$ cat config.mk
export PLATFORM = sky130hd
export DESIGN_NAME = input_conditioner
export DESIGN_NICKNAME = d
export VERILOG_FILES = /design/src/rtl/input_conditioner.sv
export SDC_FILE = /design/constraint.sdc
export NUM_CORES = 1
export LEC_CHECK = 0
export CORE_ASPECT_RATIO = 1.5
export CORE_MARGIN = 2
export CORE_UTILIZATION = 45
export CTS_CLUSTER_DIAMETER = 150
export DETAILED_ROUTE_END_ITERATION = 8
export PLACE_DENSITY = 0.77
export SYNTH_ARGS = -nofsm -noshare
export SYNTH_HDL_FRONTEND = slang
export SYNTH_SLANG_ARGS = --single-unit
$ cat constraint.sdc
create_clock -name clk -period 1.7 [get_ports clk]
set_clock_uncertainty 0.1 [all_clocks]
set_input_delay 0.51 -clock clk [delete_from_list [all_inputs] [get_ports clk]]
set_output_delay 0.51 -clock clk [all_outputs]
set_load 0.02 [all_outputs]
$ cat src/rtl/input_conditioner.sv
// rtl/input_conditioner.sv - button/switch synchronizer, debouncer, sticky events and trigger counter.
// Define INPUT_DEBOUNCE_EN to debounce buttons; otherwise the synchronized level is used directly.
module input_conditioner #(
  parameter int DEBOUNCE_CYCLES = 50000
) (
  input  logic        clk,
  input  logic        reset,
  input  logic [3:0]  btn_n,
  input  logic [9:0]  sw,
  input  logic [3:0]  evt_clr,
  input  logic        cnt_clr,
  output logic [31:0] in_devices
);

  // Buttons are inverted on entry so that every reset value of 0 means "released".
  logic [3:0] btn_meta;
  logic [3:0] btn_sync;
  logic [9:0] sw_meta;
  logic [9:0] sw_sync;

  always_ff @(posedge clk or negedge reset) begin
    if (!reset) begin
      btn_meta <= 4'b0;
      btn_sync <= 4'b0;
      sw_meta  <= 10'b0;
      sw_sync  <= 10'b0;
    end else begin
      btn_meta <= ~btn_n;
      btn_sync <= btn_meta;
      sw_meta  <= sw;
      sw_sync  <= sw_meta;
    end
  end

  logic [3:0] btn_db;

`ifdef INPUT_DEBOUNCE_EN
  localparam logic [19:0] CNT_MAX = 20'(DEBOUNCE_CYCLES - 1);

  logic [3:0][19:0] db_cnt;

  always_ff @(posedge clk or negedge reset) begin
    if (!reset) begin
      db_cnt <= '0;
      btn_db <= 4'b0;
    end else begin
      for (int i = 0; i < 4; i++) begin
        if (btn_sync[i] == btn_db[i]) begin
          db_cnt[i] <= 20'd0;
        end else if (db_cnt[i] == CNT_MAX) begin
          btn_db[i] <= btn_sync[i];
          db_cnt[i] <= 20'd0;
        end else begin
          db_cnt[i] <= db_cnt[i] + 20'd1;
        end
      end
    end
  end
`else
  assign btn_db = btn_sync;
`endif

  // The output register doubles as the previous-level store for edge detection,
  // so level, sticky event and count all change on the same edge.
  logic [3:0] lvl_q;
  logic [3:0] sticky_q;
  logic [9:0] sw_q;
  logic [7:0] count_q;
  logic       ovf_q;
  logic [3:0] press;

  assign press = btn_db & ~lvl_q;

  always_ff @(posedge clk or negedge reset) begin
    if (!reset) begin
      lvl_q    <= 4'b0;
      sticky_q <= 4'b0;
      sw_q     <= 10'b0;
      count_q  <= 8'd0;
      ovf_q    <= 1'b0;
    end else begin
      lvl_q    <= btn_db;
      sticky_q <= (sticky_q & ~evt_clr) | press;
      sw_q     <= sw_sync;
      if (cnt_clr) begin
        count_q <= press[0] ? 8'd1 : 8'd0;
        ovf_q   <= 1'b0;
      end else if (press[0]) begin
        if (count_q == 8'hFF) begin
          ovf_q <= 1'b1;
        end else begin
          count_q <= count_q + 8'd1;
        end
      end
    end
  end

  assign in_devices = {5'b0, ovf_q, count_q, sw_q, sticky_q, lvl_q};

endmodule

==> flow_metrics.py, run 1 <==
metrics = {
    "critical_path": {
        "critPathLaunchType": "flip-flop",
        "arrival_ns": 1.03,
        "cp_cell_sequence": "dlygate4sd2_1",
        "crit_buf_inv": 1,
        "cp_max_fo": 2,
        "crit_required_ns": 1.09,
        "critPathSlowestCell": "dfrtp_1",
        "crit_path_end_kind": "primary output",
        "critPathMaxStageDelay_ns": 0.40,
        "path_delay_family": "flip-flops",
        "r2r_cells": 5,
        "cp.depth": 1,
        "critPathKind": "reg2out",
    },
    "route": {
        "wl_met1_um": 1037,
        "ant_nets": 0,
        "highest_layer": "met4",
        "met2_length_um": 1525,
        "routed_wl_um": 2856,
        "drt_first_pass_iters": 4,
        "met3_wirelength_um": 223,
        "route.detailed.drc": 0,
        "drt_iter0_markers": 10,
        "via_per_inst": 4.826,
        "wl_per_cell_um": 13.04,
        "route.vias.total": 1057,
    },
    "timing": {
        "post-route-min-period_ns": 1.637,
        "grt_setup_unrepaired": "false",
        "fin_ws_ns": 0.06316,
        "finalSetupTns_ns": 0,
        "hold_viol_final": 0,
        "period_share": 0.9628,
        "fmax_ghz": 0.6109,
        "setup_violations": 0,
        "drv_slew": 0,
    },
    "outcome": {
        "status": "finished clean",
    },
    "finish": {
        "fin_nets": 197,
        "final_util": 0.6414,
        "final_common_cell": "dfrtp_1",
        "final_layout_size_suffix_gt1_frac": 0.1250,
        "syn2layout_area_growth_pct": 35.01,
        "layout_common_cells": "55 x dfrtp_1, 23 x dlygate4sd2_1, 19 x clkdlybuf4s50_1",
        "diodes": 0,
    },
    "logic_synthesis": {
        "seq_area_frac_synth": 0.7796,
        "syn_area_mm2": 0.001765,
        "ys_async_sr_fraction": 1.000,
        "synth-main-ff-cell": "dfrtp_1",
        "yosys_warnings": 0,
        "avgSynthCellArea_um2": 15.09,
        "synth_edf_count": 0,
        "yosysTopAreaCell": "dfrtp_1",
        "ys_ff_latch": 55,
        "syn-instance-count": 117,
        "yosysTopAreaCellShare": 0.7796,
        "ys_top_cells_by_area": "dfrtp_1 78%, inv_1 3.0%, buf_4 2.6%",
        "yosysUniqueCellTypes": 32,
    },
    "placement": {
        "gp_congestion": 0.7538,
        "port_buffers": 47,
        "dp_hpwl_um": 2100,
        "preCtsSetupSlack_ns": 0.04631,
    },
    "grt": {
        "grt_first_pass_wirelength_um": 4540,
        "antenna_found_initial": 0,
        "grt_use_total": 0.1534,
        "grt_overflow": 0,
        "grt_max_degree": 38,
        "grt_pass1_vias": 974,
    },
    "clock_network": {
        "hold_buffers": 0,
        "clkSlewWorstSetupHoldPaths_ns": 0.09,
        "cts_setup_buffers": 0,
        "cts_buffer_depth": 2,
        "clk_latency_ns": 0.30,
        "cts_tree": "done",
        "h-tree-depth": 2,
        "cts.sinks": 55,
        "root_buffer": "clkbuf_8",
        "numCtsBuffers": 5,
    },
    "floorplan": {
        "num_rows": 27,
        "fp.dieW_um": 55.14,
        "core_area_mm2": 0.003716,
        "die_area_mm2": 0.004450,
        "ioPinCount": 53,
        "dieHeight_um": 80.71,
        "initial_utilization": 0.4751,
    },
    "pwr": {
        "ir_drop_mv": 0.7499,
        "finalPower_mw": 2.420,
        "p_per_area_mw_per_mm2": 1015,
        "leakage_nw": 1.168,
    },
    "hold_path": {
        "min_path_type": "in2async",
    },
    "flow_run": {
        "max-cap-violations": 0,
    },
}
## kinds of logic (layout without fill, tap and decap cells)
logic type,count (synthesis),after routing,share of synthesized area
flops,55,55,0.7796
buf+inv,21,76,0.05740
compound gates,18,18,0.07371
simple gates,18,18,0.06095
mux,2,2,0.01417
fa+ha+maj,1,1,0.007086
other cells,1,5,0.002124
xor+xnor,1,1,0.004962
## registers in the layout (all words and copies together) (netlist names)
name and flops:
sw_meta 10, sw_q 10, sw_sync 10, count_q 8, btn_db 4, btn_meta 4, lvl_q 4, sticky_q 4
ovf_q 1
## through the flow
stage | hold slack [ns] | cell area, um^2 | std cells
2_1_floorplan | 0.1144 | 1780 | 121
3_3_place_gp | 0.2321 | 2316 | 211
3_5_place_dp | 0.2355 | 2316 | 211
4_1_cts | 0.02673 | 2395 | 219
5_1_grt | 0.03588 | 2384 | 219
6_report | 0.02247 | 2384 | 219
## worst paths after layout
kind / end / from / slack, ns
max: in_devices[20] / count_q[2] / 0.06
min: sw_sync[7] / reset / 0.02
max reg2reg: count_q[4] / count_q[0] / 0.07
min reg2reg: btn_db[0] / btn_meta[0] / 0.25
max in group asynchronous: count_q[6] / reset / 0.95
min in group clk: btn_db[0] / btn_meta[0] / 0.25
## cell usage after synthesis (all sizes together), types with 2 or more instances
library cell  instances
a21oi                 4
a31oi                 3
a211oi                2
buf                   7
dfrtp                55
nand2                 2
nor2b                 2
and3                  2
inv                  14
nor2                  4
o21ai                 2
o22ai                 3
## final cells by class
class | instances | area [um^2]
Clock inverter | 2 | 38.79
Multi-Input combinational cell | 45 | 302.8
Tap cell | 43 | 53.80
Clock buffer | 6 | 72.57
Sequential cell | 55 | 1376
Fill cell | 318 | 1333
Inverter | 14 | 52.55
Timing Repair Buffer | 54 | 486.7
## power breakdown
group          internal (mW)  switching [mW]  leakage (nW)
Sequential              1.37          0.0233         0.662
Combinational         0.0868           0.109         0.450
Clock                  0.445           0.387        0.0558
## what timing repair did
item | in CTS | in global routing
endpoints found under the setup margin | 27 | 4
hold endpoints to repair | 0 | 0
resized for setup | 28 | 6
## routing by layer
metal | GRT usage | vias to the layer above
met5 | 0 | -
met4 | 0.09512 | 0
met3 | 0.05204 | 4
met2 | 0.2393 | 46
met1 | 0.1756 | 513
li1 | - | 494
Power figures use the tool's default switching activity.
==> inputs of run 2 (changes only) <==
- clock period: 1.7 -> 1.8 ns (I/O delays scaled with it)
==> run 2 against run 1 <==
  * Final cell count decreased by 0.91%
  * Clock power decreased by 0.6%
  * First-iteration DRC count increased to 2.7 times the previous value
  * Sequential power down 5%
  * Final area increased by 0.10%
  * Die area did not move
  * Hold slack improved by 0.029 ns
  * Register-to-register slack improved by 0.09 ns
==> flow_metrics.py, run 2 (synthesis gave the netlist of run 1 again) <==
metrics = {
    "outcome": {
        "status": "finished clean",
    },
    "timing": {
        "setup_violations": 0,
        "hold_viol_final": 0,
        "period_share": 0.9611,
        "drv_slew": 0,
        "post-route-min-period_ns": 1.730,
        "fin_ws_ns": 0.07000,
        "finalSetupTns_ns": 0,
        "grt_setup_unrepaired": "false",
        "fmax_ghz": 0.5780,
    },
    "finish": {
        "layout_common_cells": "55 x dfrtp_1, 27 x dlygate4sd2_1, 19 x clkdlybuf4s50_1",
        "syn2layout_area_growth_pct": 35.15,
        "largestRegisters": "sw_meta: 10 flops, sw_q: 10 flops, sw_sync: 10 flops",
        "stdcell_count": 217,
        "fin_nets": 195,
        "final_layout_size_suffix_gt1_frac": 0.1034,
        "fillers": 317,
        "final_common_cell": "dfrtp_1",
        "diodes": 0,
        "final_util": 0.6421,
    },
    "clock_network": {
        "cts_buffer_depth": 2,
        "cts.sinks": 55,
        "numCtsBuffers": 5,
        "cts_tree": "done",
        "h-tree-depth": 2,
        "clk_latency_ns": 0.30,
        "hold_buffers": 0,
        "clkSlewWorstSetupHoldPaths_ns": 0.10,
        "root_buffer": "clkbuf_8",
    },
    "floorplan": {
        "die_area_mm2": 0.004450,
        "ioPinCount": 53,
        "num_rows": 27,
        "initial_utilization": 0.4751,
        "dieHeight_um": 80.71,
        "core_area_mm2": 0.003716,
        "fp.dieW_um": 55.14,
    },
    "placement": {
        "preCtsSetupSlack_ns": 0.08551,
        "placed_cells": 209,
        "dp_hpwl_um": 2142,
        "port_buffers": 47,
        "gp_congestion": 0.7608,
    },
    "grt": {
        "grt-busiest-layer": "met2",
        "grt_use_total": 0.1536,
        "grt_max_degree": 38,
        "use_met2": 0.2440,
        "grt_overflow": 0,
        "grt_pass1_vias": 1047,
        "grt_first_pass_wirelength_um": 4705,
        "antenna_found_initial": 0,
        "grtUsageMet1": 0.1826,
        "met3_usage": 0.04089,
    },
    "critical_path": {
        "critPathKind": "reg2out",
        "crit_buf_inv": 1,
        "cp_max_fo": 5,
        "r2r_cells": 4,
        "crit_required_ns": 1.16,
        "critPathMaxStageDelay_ns": 0.43,
        "r2r_start": "count_q[0]",
        "arrival_ns": 1.09,
        "critPathSlowestCell": "dfrtp_1",
        "reg2reg_to": "count_q[6]",
        "r2r_setup_slack_ns": 0.16,
        "crit_path_end_kind": "primary output",
        "path_delay_family": "flip-flops",
        "critPathLaunchType": "flip-flop",
        "cp_cell_sequence": "dlygate4sd2_1",
    },
    "route": {
        "drt_iter0_markers": 27,
        "via_per_inst": 4.871,
        "routed_wl_um": 2886,
        "ant_nets": 0,
        "route.detailed.drc": 0,
        "drt_first_pass_iters": 4,
        "route.vias.total": 1057,
        "wl_per_cell_um": 13.30,
    },
    "pwr": {
        "ir_drop_mv": 0.7204,
        "p_per_area_mw_per_mm2": 975.2,
        "leakage_nw": 1.174,
        "finalPower_mw": 2.327,
    },
    "hold_path": {
        "min_path_type": "in2async",
    },
    "flow_run": {
        "max-cap-violations": 0,
    },
}
==> run 2: timing repair <==
action                     4_1_cts  5_1_grt
resized for setup               27        0
setup endpoints to repair       27        0
setup buffers                    0        0
==> run 2: cell type report <==
class	count	area, um^2	share of cell area
repair buffers	52	481.7	0.2019
flip-flops and latches	55	1376	0.5768
clock inverters	3	50.05	0.02098
inverters	14	52.55	0.02202
clock buffers	5	68.82	0.02884
multi-input cells	45	302.8	0.1269
well taps	43	53.80	0.02255
==> run 2: how the worst max path moves through the flow <==
| stage | start | to | slack, ns | cells past startpoint |
|---|---|---|---|---|
| after floorplan | count_q[0] | count_q[4] | 0.20 | 5 |
| after global placement | cnt_clr | count_q[3] | 0.11 | 3 |
| after detailed placement | cnt_clr | count_q[3] | 0.09 | 3 |
| after CTS | count_q[3] | in_devices[21] | 0.05 | 1 |
| after global routing | count_q[4] | in_devices[22] | 0.007 | 1 |
| final | count_q[3] | in_devices[21] | 0.07 | 1 |
==> run 2: per-layer routing <==
metal | part of all wire | up-vias
met4 | 0.024 | 0
li1 | - | 488
met2 | 0.52 | 38
met5 | 0 | -
met1 | 0.39 | 524
met3 | 0.064 | 7
==> run 2: where the power goes <==
part           total, mW  internal (mW)  switching, mW
logic              0.185         0.0825          0.102
clock network      0.826          0.429          0.397
registers           1.32           1.29         0.0229
total               2.33           1.80          0.522
==> run 2: stage by stage <==
step                      cell area (um^2)  hold WS [ns]
after floorplan                       1780        0.1444
after global placement                2301        0.2325
after detailed placement              2301        0.2347
after CTS                             2386       0.05310
after global routing                  2386       0.06263
final                                 2386       0.05139
==> inputs of run 3 (changes only) <==
- CORE_UTILIZATION: 45 -> 35
- PLACE_DENSITY: 0.77 -> not set
==> run 3 against run 2 <==
  * Critical path depth unchanged
  * Combinational power about the same
  * Hold slack improved by 0.052 ns
  * Worst setup slack improved by 0.0038 ns
  * Sequential share of layout area decreased by 0.33 points
  * Clock power decreased by 13%
  * Die area increased by 27%
  * Routed wire length increased by 3.3%
  * Register-to-register slack got worse by 0.03 ns
  * Highest routed layer unchanged
==> flow_metrics.py, run 3 (synthesis gave the netlist of run 1 again) <==
metrics = {
    "floorplan": {
        "ioPinCount": 53,
        "dieHeight_um": 90.99,
        "die_area_mm2": 0.005640,
        "fp.dieW_um": 61.99,
        "num_rows": 31,
        "core_area_mm2": 0.004848,
        "initial_utilization": 0.3641,
    },
    "critical_path": {
        "cp_max_fo": 5,
        "reg2reg_to": "count_q[1]",
        "critPathLaunchType": "flip-flop",
        "crit_required_ns": 1.16,
        "path_delay_family": "flip-flops",
        "crit_path_end_kind": "primary output",
        "r2r_setup_slack_ns": 0.13,
        "r2r_cells": 5,
        "arrival_ns": 1.09,
        "r2r_start": "count_q[0]",
        "critPathMaxStageDelay_ns": 0.43,
        "critPathKind": "reg2out",
        "crit_buf_inv": 1,
        "cp_cell_sequence": "dlygate4sd2_1",
        "critPathSlowestCell": "dfrtp_1",
    },
    "grt": {
        "grt_max_degree": 56,
        "grt_first_pass_wirelength_um": 5175,
        "grt-busiest-layer": "met2",
        "grt_use_total": 0.1227,
        "grt_overflow": 0,
        "grtUsageMet1": 0.1304,
        "grt_pass1_vias": 1158,
        "met3_usage": 0.03846,
        "use_met2": 0.2161,
        "antenna_found_initial": 0,
    },
    "finish": {
        "final_common_cell": "dfrtp_1",
        "layout_common_cells": "55 x dfrtp_1, 26 x dlygate4sd2_1, 19 x clkdlybuf4s50_1",
        "fin_nets": 195,
        "final_layout_size_suffix_gt1_frac": 0.1034,
        "diodes": 0,
        "final_util": 0.4950,
        "largestRegisters": "sw_meta: 10 flops, sw_q: 10 flops, sw_sync: 10 flops",
        "syn2layout_area_growth_pct": 35.93,
        "design_area_mm2": 0.002400,
    },
    "route": {
        "ant_nets": 0,
        "via_per_inst": 4.417,
        "route.vias.total": 1060,
        "drt_first_pass_iters": 3,
        "routed_wl_um": 2980,
        "drt_iter0_markers": 38,
        "route.detailed.drc": 0,
        "wl_per_cell_um": 12.42,
    },
    "flow_run": {
        "max-cap-violations": 0,
    },
    "pwr": {
        "combPwrFrac": 0.083,
        "ir_drop_mv": 0.5743,
        "power.switching_uw": 546.6,
        "clockPowerShare": 0.323,
        "pwr-share-seq": 0.594,
        "p_int_mw": 1.671,
        "leakage_nw": 1.162,
        "p_per_area_mw_per_mm2": 924.0,
        "p_sw_frac": 0.2465,
    },
    "clock_network": {
        "h-tree-depth": 2,
        "cts_buffer_depth": 2,
        "hold_buffers": 0,
        "cts_tree": "done",
        "cts.sinks": 55,
        "numCtsBuffers": 5,
        "clkSlewWorstSetupHoldPaths_ns": 0.10,
        "clk_latency_ns": 0.31,
        "root_buffer": "clkbuf_8",
    },
    "timing": {
        "period_share": 0.9590,
        "finalSetupTns_ns": 0,
        "setup_violations": 0,
        "post-route-min-period_ns": 1.726,
        "grt_setup_unrepaired": "false",
        "hold_viol_final": 0,
        "fmax_ghz": 0.5793,
        "drv_slew": 0,
    },
    "outcome": {
        "status": "finished clean",
    },
    "placement": {
        "dp_hpwl_um": 2220,
        "port_buffers": 47,
        "gp_congestion": 0.7402,
        "place_area_mm2": 0.002330,
    },
    "hold_path": {
        "min_path_type": "in2async",
    },
}
[run 3: cell types whose count changed in the layout (fill, tap and decap cells not counted)]
cell | before | now
clkinv_8 | 0 | 1
inv_8 | 1 | 0
inv_6 | 1 | 2
bufinv_16 | 1 | 0
clkdlybuf4s15_1 | 0 | 1
dlygate4sd2_1 | 27 | 26
[run 3: worst max-delay path by stage]
stage               startpoint             end  slack [ns]  cells after the start
CTS                 count_q[0]  in_devices[18]        0.04                      1
floorplan           count_q[0]      count_q[4]        0.20                      5
finish              count_q[6]  in_devices[24]        0.07                      1
detailed placement  count_q[0]  in_devices[18]        0.13                      1
global route        count_q[0]      count_q[1]     0.00008                      5
global placement    count_q[0]  in_devices[18]        0.14                      1
[run 3: area by class of cell]
class                   count  area (um^2)
flip-flops and latches     55         1376
repair buffers             52        483.0
well taps                  66        82.58
multi-input cells          45        302.8
clock buffers               5        68.82
fillers                   452         2449
clock inverters             3        33.78
inverters                  14        52.55
[run 3: per-stage QoR]
| stage | power [mW] | cells | setup slack (ns) | hold WS [ns] |
|---|---|---|---|---|
| 2_1_floorplan | 1.417 | 121 | 0.2013 | 0.1444 |
| 3_3_place_gp | 1.545 | 232 | 0.1449 | 0.2315 |
| 3_5_place_dp | 1.554 | 232 | 0.1281 | 0.2347 |
| 4_1_cts | 2.258 | 240 | 0.04309 | 0.1165 |
| 5_1_grt | 2.338 | 240 | 0.00008460 | 0.1080 |
| 6_report | 2.217 | 240 | 0.07383 | 0.1030 |
[run 3: power groups by stage]
stage	clock network, mW	registers [mW]	logic (mW)
after CTS	0.750	1.32	0.188
after global routing	0.810	1.33	0.201
final	0.717	1.32	0.183
after detailed placement	0	1.35	0.208
after floorplan	0	1.37	0.0432
after global placement	0	1.34	0.205
[run 3: what timing repair did]
item | in CTS | in global routing
setup buffers | 0 | 0
setup endpoints to repair | 27 | 1
resized for setup | 27 | 1
[run 3: per-layer routing]
metal	wire, um	up-vias
met5	0	-
met2	1714	29
li1	-	486
met1	1028	538
met3	187	7
met4	50	0
